`config.mk`:
```
export PLATFORM = sky130hd
export DESIGN_NAME = switch_capture_flat
export DESIGN_NICKNAME = d
export VERILOG_FILES = /design/src/rtl/switch_capture_pkg.sv /design/src/rtl/switch_capture_if.sv /design/src/rtl/switch_capture_btn_debounce.sv /design/src/rtl/switch_capture.sv /design/src/flat_wrapper.sv
export SDC_FILE = /design/constraint.sdc
export NUM_CORES = 1
export LEC_CHECK = 0
export CAP_MARGIN = 5
export CORE_UTILIZATION = 52
export CTS_BUF_LIST = sky130_fd_sc_hd__clkbuf_16
export DETAILED_ROUTE_END_ITERATION = 12
export GPL_ROUTABILITY_DRIVEN = 1
export HOLD_SLACK_MARGIN = 0.1
export MAX_ROUTING_LAYER = met4
export PLACE_DENSITY = 0.8
export SYNTH_ARGS = -nofsm -noshare
export SYNTH_HDL_FRONTEND = slang
export SYNTH_SLANG_ARGS = --single-unit
```
`constraint.sdc`:
```
create_clock -name clk -period 1.93 [get_ports clk]
set_input_delay 0.4825 -clock clk [delete_from_list [all_inputs] [get_ports clk]]
set_output_delay 0.4825 -clock clk [all_outputs]
set_load 0.005 [all_outputs]
```
`src/rtl/switch_capture_pkg.sv`:
```
// Shared types and widths for the switch/button capture front end of the ALU board.
package switch_capture_pkg;

  typedef enum logic [1:0] {
    IDLE,
    PRESS_WAIT,
    HELD,
    RELEASE_WAIT
  } dbnc_state_t;

  localparam int SYNC_STAGES = 2;
  localparam int OPERAND_W   = 8;
  localparam int OPCODE_W    = 3;

endpackage

```
`src/rtl/switch_capture_if.sv`:
```
// Board-side bundle: raw switches/buttons in, captured operand/opcode and load status out.
interface switch_capture_if;
  import switch_capture_pkg::*;

  logic [OPERAND_W-1:0] sw_data;
  logic [OPCODE_W-1:0]  sw_op;
  logic                 btn_load;
  logic                 btn_clr;
  logic [OPERAND_W-1:0] ins;
  logic [OPCODE_W-1:0]  op;
  logic                 load_pulse;
  logic [7:0]           load_cnt;

  modport master (
    output sw_data, sw_op, btn_load, btn_clr,
    input  ins, op, load_pulse, load_cnt
  );

  modport slave (
    input  sw_data, sw_op, btn_load, btn_clr,
    output ins, op, load_pulse, load_cnt
  );

endinterface

```
`src/rtl/switch_capture_btn_debounce.sv`:
```
// One pushbutton: synchronizer, debounce counter and FSM; press_evt pulses once per accepted press.
module btn_debounce
  import switch_capture_pkg::*;
#(
  parameter int DEBOUNCE_CYCLES = 1000000,
  parameter int CNT_W           = 20
) (
  input  logic clk,
  input  logic reset,
  input  logic btn_raw,
  output logic press_evt
);

  localparam logic [CNT_W-1:0] LAST = CNT_W'(DEBOUNCE_CYCLES - 1);

  logic [SYNC_STAGES-1:0] sync_q;
  logic                   synced;
  logic [CNT_W-1:0]       cnt;
  dbnc_state_t            state;

  always_ff @(posedge clk or negedge reset) begin
    if (!reset) sync_q <= '0;
    else        sync_q <= {sync_q[SYNC_STAGES-2:0], btn_raw};
  end

  assign synced = sync_q[SYNC_STAGES-1];

  // Synchronized level -> debounced press event
  always_ff @(posedge clk or negedge reset) begin
    if (!reset) begin
      state     <= IDLE;
      cnt       <= '0;
      press_evt <= 1'b0;
    end else begin
      press_evt <= 1'b0;
      case (state)
        IDLE: begin
          if (synced) begin
            state <= PRESS_WAIT;
            cnt   <= '0;
          end
        end
        PRESS_WAIT: begin
          if (!synced) begin
            state <= IDLE;
          end else if (cnt == LAST) begin
            state     <= HELD;
            press_evt <= 1'b1;
          end else begin
            cnt <= cnt + 1'b1;
          end
        end
        HELD: begin
          if (!synced) begin
            state <= RELEASE_WAIT;
            cnt   <= '0;
          end
        end
        RELEASE_WAIT: begin
          if (synced)           state <= HELD;
          else if (cnt == LAST) state <= IDLE;
          else                  cnt   <= cnt + 1'b1;
        end
        default: state <= IDLE;
      endcase
    end
  end

endmodule

```
`src/rtl/switch_capture.sv`:
```
// Switch/button capture for the ALU board. Optional switch stability filter: define
// SWITCH_CAPTURE_SW_DEBOUNCE_EN; otherwise switches are only synchronized.
module switch_capture
  import switch_capture_pkg::*;
#(
  parameter int DEBOUNCE_CYCLES = 1000000,
  parameter int CNT_W           = 20
) (
  input logic             clk,
  input logic             reset,
  switch_capture_if.slave bus
);

  localparam int SW_W = OPERAND_W + OPCODE_W;

  logic                            load_evt;
  logic                            clr_evt;
  logic [SYNC_STAGES-1:0][SW_W-1:0] sw_sync;
  logic [SW_W-1:0]                 sw_cur;
  logic [SW_W-1:0]                 sw_cap;
  logic [OPERAND_W-1:0]            ins_q;
  logic [OPCODE_W-1:0]             op_q;
  logic                            pulse_q;
  logic [7:0]                      cnt_q;

  btn_debounce #(.DEBOUNCE_CYCLES(DEBOUNCE_CYCLES), .CNT_W(CNT_W)) u_load (
    .clk       (clk),
    .reset     (reset),
    .btn_raw   (bus.btn_load),
    .press_evt (load_evt)
  );

  btn_debounce #(.DEBOUNCE_CYCLES(DEBOUNCE_CYCLES), .CNT_W(CNT_W)) u_clr (
    .clk       (clk),
    .reset     (reset),
    .btn_raw   (bus.btn_clr),
    .press_evt (clr_evt)
  );

  always_ff @(posedge clk or negedge reset) begin
    if (!reset) sw_sync <= '0;
    else        sw_sync <= {sw_sync[SYNC_STAGES-2:0], {bus.sw_data, bus.sw_op}};
  end

  assign sw_cur = sw_sync[SYNC_STAGES-1];

`ifdef SWITCH_CAPTURE_SW_DEBOUNCE_EN
  localparam logic [CNT_W-1:0] LAST = CNT_W'(DEBOUNCE_CYCLES - 1);

  logic [SW_W-1:0]  sw_prev;
  logic [SW_W-1:0]  sw_stable;
  logic [CNT_W-1:0] sw_cnt;

  // Any change restarts the stability window; only a full quiet window updates sw_stable
  always_ff @(posedge clk or negedge reset) begin
    if (!reset) begin
      sw_prev   <= '0;
      sw_stable <= '0;
      sw_cnt    <= '0;
    end else begin
      sw_prev <= sw_cur;
      if (sw_cur != sw_prev)  sw_cnt    <= '0;
      else if (sw_cnt != LAST) sw_cnt   <= sw_cnt + 1'b1;
      else                    sw_stable <= sw_cur;
    end
  end

  assign sw_cap = sw_stable;
`else
  assign sw_cap = sw_cur;
`endif

  // Capture stage: clear has priority over a coincident load
  always_ff @(posedge clk or negedge reset) begin
    if (!reset) begin
      ins_q   <= '0;
      op_q    <= '0;
      pulse_q <= 1'b0;
      cnt_q   <= '0;
    end else begin
      pulse_q <= 1'b0;
      if (clr_evt) begin
        ins_q <= '0;
        op_q  <= '0;
      end else if (load_evt) begin
        ins_q   <= sw_cap[SW_W-1:OPCODE_W];
        op_q    <= sw_cap[OPCODE_W-1:0];
        cnt_q   <= cnt_q + 8'd1;
        pulse_q <= 1'b1;
      end
    end
  end

  assign bus.ins        = ins_q;
  assign bus.op         = op_q;
  assign bus.load_pulse = pulse_q;
  assign bus.load_cnt   = cnt_q;

endmodule

```
`src/flat_wrapper.sv`:
```
// flat-port wrapper written by rule: the top's interface ports become plain ports
module switch_capture_flat import switch_capture_pkg::*;
#(
  parameter int DEBOUNCE_CYCLES = 1000000,
  parameter int CNT_W           = 20
)
  (clk, reset, bus_sw_data, bus_sw_op, bus_btn_load, bus_btn_clr, bus_ins, bus_op, bus_load_pulse, bus_load_cnt);
  switch_capture_if bus_i ();
  input logic clk;
  input logic reset;
  input wire logic [$bits(bus_i.sw_data)-1:0] bus_sw_data;
  input wire logic [$bits(bus_i.sw_op)-1:0] bus_sw_op;
  input wire logic [$bits(bus_i.btn_load)-1:0] bus_btn_load;
  input wire logic [$bits(bus_i.btn_clr)-1:0] bus_btn_clr;
  output wire logic [$bits(bus_i.ins)-1:0] bus_ins;
  output wire logic [$bits(bus_i.op)-1:0] bus_op;
  output wire logic [$bits(bus_i.load_pulse)-1:0] bus_load_pulse;
  output wire logic [$bits(bus_i.load_cnt)-1:0] bus_load_cnt;
  assign bus_i.sw_data = bus_sw_data;
  assign bus_i.sw_op = bus_sw_op;
  assign bus_i.btn_load = bus_btn_load;
  assign bus_i.btn_clr = bus_btn_clr;
  assign bus_ins = bus_i.ins;
  assign bus_op = bus_i.op;
  assign bus_load_pulse = bus_i.load_pulse;
  assign bus_load_cnt = bus_i.load_cnt;
  switch_capture #(.DEBOUNCE_CYCLES(DEBOUNCE_CYCLES), .CNT_W(CNT_W)) u_core (.clk(clk), .reset(reset), .bus(bus_i));
endmodule
```
# Word-level counts from Yosys, hierarchy flattened
# Cells that the tools add are included.
[totals]
reg_bits = 92
input_bits = 15
out_inout_bits = 20
elab_cells = 84
[op_classes]
add_sub_neg = 3
eq_ne = 20
mux = 38
bitwise = 1
reduce_logical = 8
[ops]
columns = ["operator", "count"]
rows = [
  ["$mux W20", 10],
  ["$pmux W20 S4", 2],
  ["$add A20 B1 Y20 const B", 2],
  ["$eq A20 B20 Y1 const B", 2],
  ["$mux W2", 12],
  ["$mux W8", 2],
  ["$ne A2 B2 Y1 const B", 8],
  ["$pmux W2 S4", 2],
  ["$reduce_and A4 Y1", 4],
  ["$ne A3 B3 Y1 const B", 4],
  ["$add A8 B1 Y8 const B", 1],
  ["$eq A2 B2 Y1 const B", 4],
  ["$mux W1", 8],
  ["$mux W3", 2],
  ["$eq A2 B1 Y1 const B", 2],
  ["$logic_not A2 Y1", 2],
  ["$reduce_and A2 Y1", 1],
  ["$reduce_bool A2 Y1", 1],
  ["$not A1 Y1", 1],
]

# Longest topological paths before layout
[logic_depth]
word_depth = 4
depth_mapped = 8

# Hierarchy
# Synthesis repeated with hierarchy kept, for this count alone.
[hier_totals]
cells_unflattened = 351
area_unflattened_um2 = 4066.4
[modules_own_cells]
columns = ["mod", "n_inst", "cells_per_inst", "area_each_um2", "seq_area_each_um2"]
rows = [
  ["btn_debounce at u_core.u_clr", 1, 134, 1403.8, 625.6],
  ["switch_capture", 1, 86, 1376.3, 1051.0],
  ["btn_debounce at u_core.u_load", 1, 131, 1286.2, 625.6],
]

# Least setup slack after synthesis
# No wires, ideal clock.
[synth_path]
path_type = "reg2reg"
start = "reg u_core.u_clr.cnt[7]"
end = "reg u_core.u_clr.cnt[0]"
setup_ps = 121
arrival_time_ps = 1812
required_ps = 1809
setup_slack_ps = -3
stages_incl_launch_ff = 7
period_less_slack_ps = 1933
cell_sequence = "dfrtp_1 > nand4bb_1 > or3_1 > nor4_2 > buf_4 > mux2_1 > a22o_1"
[synth_via]
elab_chain_cells = 4
[synth_lines]
columns = ["item", "line_no", "rtl"]
rows = [
  ["start: declaration", "switch_capture_btn_debounce.sv:18", "logic [CNT_W-1:0] cnt;"],
  ["start signal: assignment", "switch_capture_btn_debounce.sv:50", "cnt <= cnt + 1'b1;"],
  ["start signal: assignment", "switch_capture_btn_debounce.sv:62", "else cnt <= cnt + 1'b1;"],
  ["$eq A20 B20 Y1 *", "switch_capture_btn_debounce.sv:46, switch_capture_btn_debounce.sv:61", ""],
  ["$mux W20 *", "n/a", ""],
  ["$mux W20 (on tied branches)", "n/a", ""],
  ["$pmux W20 S4 *", "n/a", ""],
]
# Mark *: on every way between the ends. The rest lies on a longest branch, timed or not. The select of a mux whose other input is x is not followed.
# A chain may end at the register's enable or synchronous reset.

# Worst setup path after layout
[layout_path]
start = "reg u_core.u_clr.cnt[0]"
end = "reg u_core.u_clr.cnt[4]"
[layout_via]
elab_chain_cells = 4
[layout_lines]
columns = ["item", "line_no", "rtl"]
rows = [
  ["$add A20 B1 Y20 / $eq A20 B20 Y1 (equally long branches)", "n/a", ""],
  ["$mux W20 *", "switch_capture_btn_debounce.sv:46, switch_capture_btn_debounce.sv:61", ""],
  ["$mux W20 (on tied branches)", "switch_capture_btn_debounce.sv:60, switch_capture_btn_debounce.sv:44", ""],
  ["$pmux W20 S4 *", "switch_capture_btn_debounce.sv:36", "case (state)"],
]
# Marked as above.

==> flow_summary.yaml <==
clocking:
  clk_pin_slew_ps: 60
  cts.sinks: 92
  clock_latency_ps: 340
  cts_buffers: 9
  cts_tree: "done"
  htree_num_levels: 3
  cts.path.max_buffers: 2
  cts_root_buffer: "clkbuf_16"
grt:
  grt_start_max_net_pins: 42
  grt_use_total_pct: 22.8
  antenna_found_initial: 0
  grt_pass1_vias: 2721
  grt_pass1_wl_um: 13200
  grt_overflow: 0
yosys:
  synth_xor_xnor_area_share_pct: 5.50
  async_reset_ff_share_pct: 100
  netlist_top_cells_area: "dfrtp_1, xnor2_1, nand2_1"
  synthesis.area_um2: 3980
  synth_top_area_share_pct: 57.9
  synth_compound_area_share_pct: 6.29
  synth_top_family_by_area: "simple AND/OR/NAND/NOR gates"
  synth_flop_cell: "dfrtp_1"
  yosysSeqAreaShare_pct: 57.9
  synth-edff-count: 0
  synth_cell_types: 54
  synth_cells: 358
  synth_area_leader_cell: "dfrtp_1"
  synthAdderAreaFrac_pct: 0.943
  yosys_register_bits: 92
  synthMuxAreaShare_pct: 4.53
  avgSynthCellArea_um2: 11.1
  syn-num-nets: 376
  synthSimpleGateAreaFrac_pct: 22.5
  yosys_warnings: 0
worst_setup_path:
  cp_data_arrival_time_ps: 2140
  cp-start-kind: "register"
  cp_max_fo: 8
  critPathRequiredTime_ps: 2200
  critical_path_class: "register to register"
  crit_path_end_kind: "register"
drt:
  via_per_inst: 5.63
  wl_per_cell_um: 15.7
  drc: 0
  wl_um: 8210
  ant_nets: 0
  drtIter0Drc: 149
  dr.pass1.iters: 4
  num_vias: 2948
floorplan:
  initial_core_util_pct: 54.3
  fp-row-count: 31
  die_x_um: 89.5
  die-height_um: 89.5
  io_pins: 35
  die_area_um2: 8010
  core_area_um2: 7330
worst_hold_path:
  min_path_type: "register to register"
layout:
  regArea_um2: 2300
  nNetsFinal: 438
  multiInputGateArea_um2: 1600
  area_growth_syn_to_layout_pct: 24.3
  instances_no_fill: 524
  nFillCells: 513
  drive_above_1_share_pct: 15.3
  num_antenna_cells: 0
pwr:
  ir_drop_mv: 0.463
  p_sw_uw: 921
  leakage_uw: 0.00217
  swShare_pct: 22.9
  seqPwrFrac_pct: 50.6
  powerDensity_nw_per_um2: 812
  comb_power_share_pct: 5.0
  p_total_uw: 4020
  internal_power_uw: 3100
  clkPwrFrac_pct: 44.4
place:
  port_buffers: 34
  post-place-ws_ps: 68.6
  dp_hpwl_um: 5370
  gp_congestion: 0.869
  dpl.cell_count: 504
timing:
  clock.fmax_mhz: 534
  drv_slew: 0
  fin_ws_ps: 57.1
  rsz0062_at_grt: "yes"
  finalCriticalPeriod_ps: 1870
  finalSetupViolations: 0
  tns_ps: 0
  min_period_over_period_pct: 97.0
  skew_ps: 5.13
  worst_slew_pin_slew_ps: 720
  worst_hold_slack_ps: 350
  slew_headroom_pct: 51.9
  hold_viol_final: 0
flow_run:
  drv_cap: 0
run_status:
  outcome: "complete, no violations"
[cell usage in the layout (no fill, tap or decap), drive strengths merged, types with 3 or more instances in the layout]
cell	Yosys	layout
a21oi	4	4
a22o	7	7
and3	6	6
buf	6	31
clkbuf	8	9
clkdlybuf4s50	0	33
clkinvlp	0	3
dfrtp	92	92
ha	3	3
inv	7	10
mux2	5	5
mux2i	12	12
nand2	37	37
nand2b	7	7
nand3	22	22
nand4	6	6
nor2	34	34
nor3	12	12
nor3b	3	3
nor4	11	11
nor4b	3	3
o211ai	3	3
o21ai	9	9
o221ai	3	3
or2	4	4
or3	6	6
or4	3	3
xnor2	19	19
xor2	6	6
[synthesized netlist by cell type (all sizes together), types with 4 or more instances]
master / number
a21oi: 4
a22o: 7
and3: 6
buf: 6
clkbuf: 8
dfrtp: 92
inv: 7
mux2: 5
mux2i: 12
nand2: 37
nand2b: 7
nand3: 22
nand4: 6
nor2: 34
nor3: 12
nor4: 11
o21ai: 9
or2: 4
or3: 6
xnor2: 19
xor2: 6
[flip-flops by register name, summed over array words and instances, names as in the netlist, named ones only]
register	cells
u_core.u_load.press_evt	1
u_core.u_load.cnt	20
u_core.u_clr.sync_q	2
u_core.bus.op	3
u_core.sw_cap	11
u_core.u_clr.cnt	20
u_core.u_load.state	1
u_core.u_clr.press_evt	1
u_core.u_load.sync_q	2
u_core.sw_sync	11
u_core.bus.load_cnt	8
u_core.bus.ins	8
u_core.bus.load_pulse	1
u_core.u_clr.state	1
[routing by layer]
layer  GRT usage [%]  up-vias  share of wire, %
met5               -        -                 0
met4            8.23        0               2.2
met3            5.26       17               4.4
met2            35.5       89                48
met1            29.3     1456                46
li1                -     1386                 -
[what timing repair did]
action / CTS / global route
endpoints found under the setup margin: 0 / 13
hold endpoints to repair: 19 / 0
setup buffers: 0 / 3
resized for setup: 0 / 4
hold buffers: 1 / 0
[logic make-up after synthesis]
| kind of cell | Yosys count |
|---|---|
| simple gates | 165 |
| flops | 92 |
| compound gates | 35 |
| xor+xnor | 25 |
| buf+inv | 21 |
| mux | 17 |
| fa+ha+maj | 3 |
[area by class of cell]
type	count	share of cell area, %
multi-input cells	245	32.4
clock buffers	9	4.55
well taps	99	2.51
inverters	7	0.531
clock inverters	7	1.64
repair buffers	65	11.8
flip-flops and latches	92	46.6
[power by group through the flow]
stage	Clock (uW)	Combinational, uW	Sequential (uW)
floorplan	0	76.2	2060
global placement	0	193	2060
detailed placement	0	199	2060
CTS	1810	201	2030
global route	1900	226	2040
finish	1780	202	2030
[metrics by stage]
step / cell area (um2) / utilization (%)
2_1_floorplan: 3980 / -
3_3_place_gp: 4590 / 62.6
3_5_place_dp: 4590 / 62.6
4_1_cts: 4900 / 66.9
5_1_grt: 4940 / 67.5
6_report: 4940 / 67.5
[worst max-delay path: stages, from the launching register on]
cell and delay [ps]:
dfrtp_1 380, ha_1 270, nand3_1 170, nor4_4 70, buf_4 170, buf_4 140
or4_1 520, nand3_1 100
[final timing paths]
path | startpoint | end | slack, ps | cells after the start
max reg2reg | u_core.u_clr.cnt[0]$_DFFE_PN0P_ | u_core.u_clr.cnt[4]$_DFFE_PN0P_ | 60 | 7
max | u_core.u_clr.cnt[0]$_DFFE_PN0P_ | u_core.u_clr.cnt[4]$_DFFE_PN0P_ | 60 | 7
min reg2reg | u_core.u_load.sync_q[0]$_DFF_PN0_ | u_core.u_load.sync_q[1]$_DFF_PN0_ | 350 | 0
max in group asynchronous | reset | u_core.u_clr.cnt[8]$_DFFE_PN0P_ | 810 | 3
min in group asynchronous | reset | u_core.sw_cap[8]$_DFF_PN0_ | 580 | 2
min | u_core.u_load.sync_q[0]$_DFF_PN0_ | u_core.u_load.sync_q[1]$_DFF_PN0_ | 350 | 0
(Power assumes the default switching activity.)
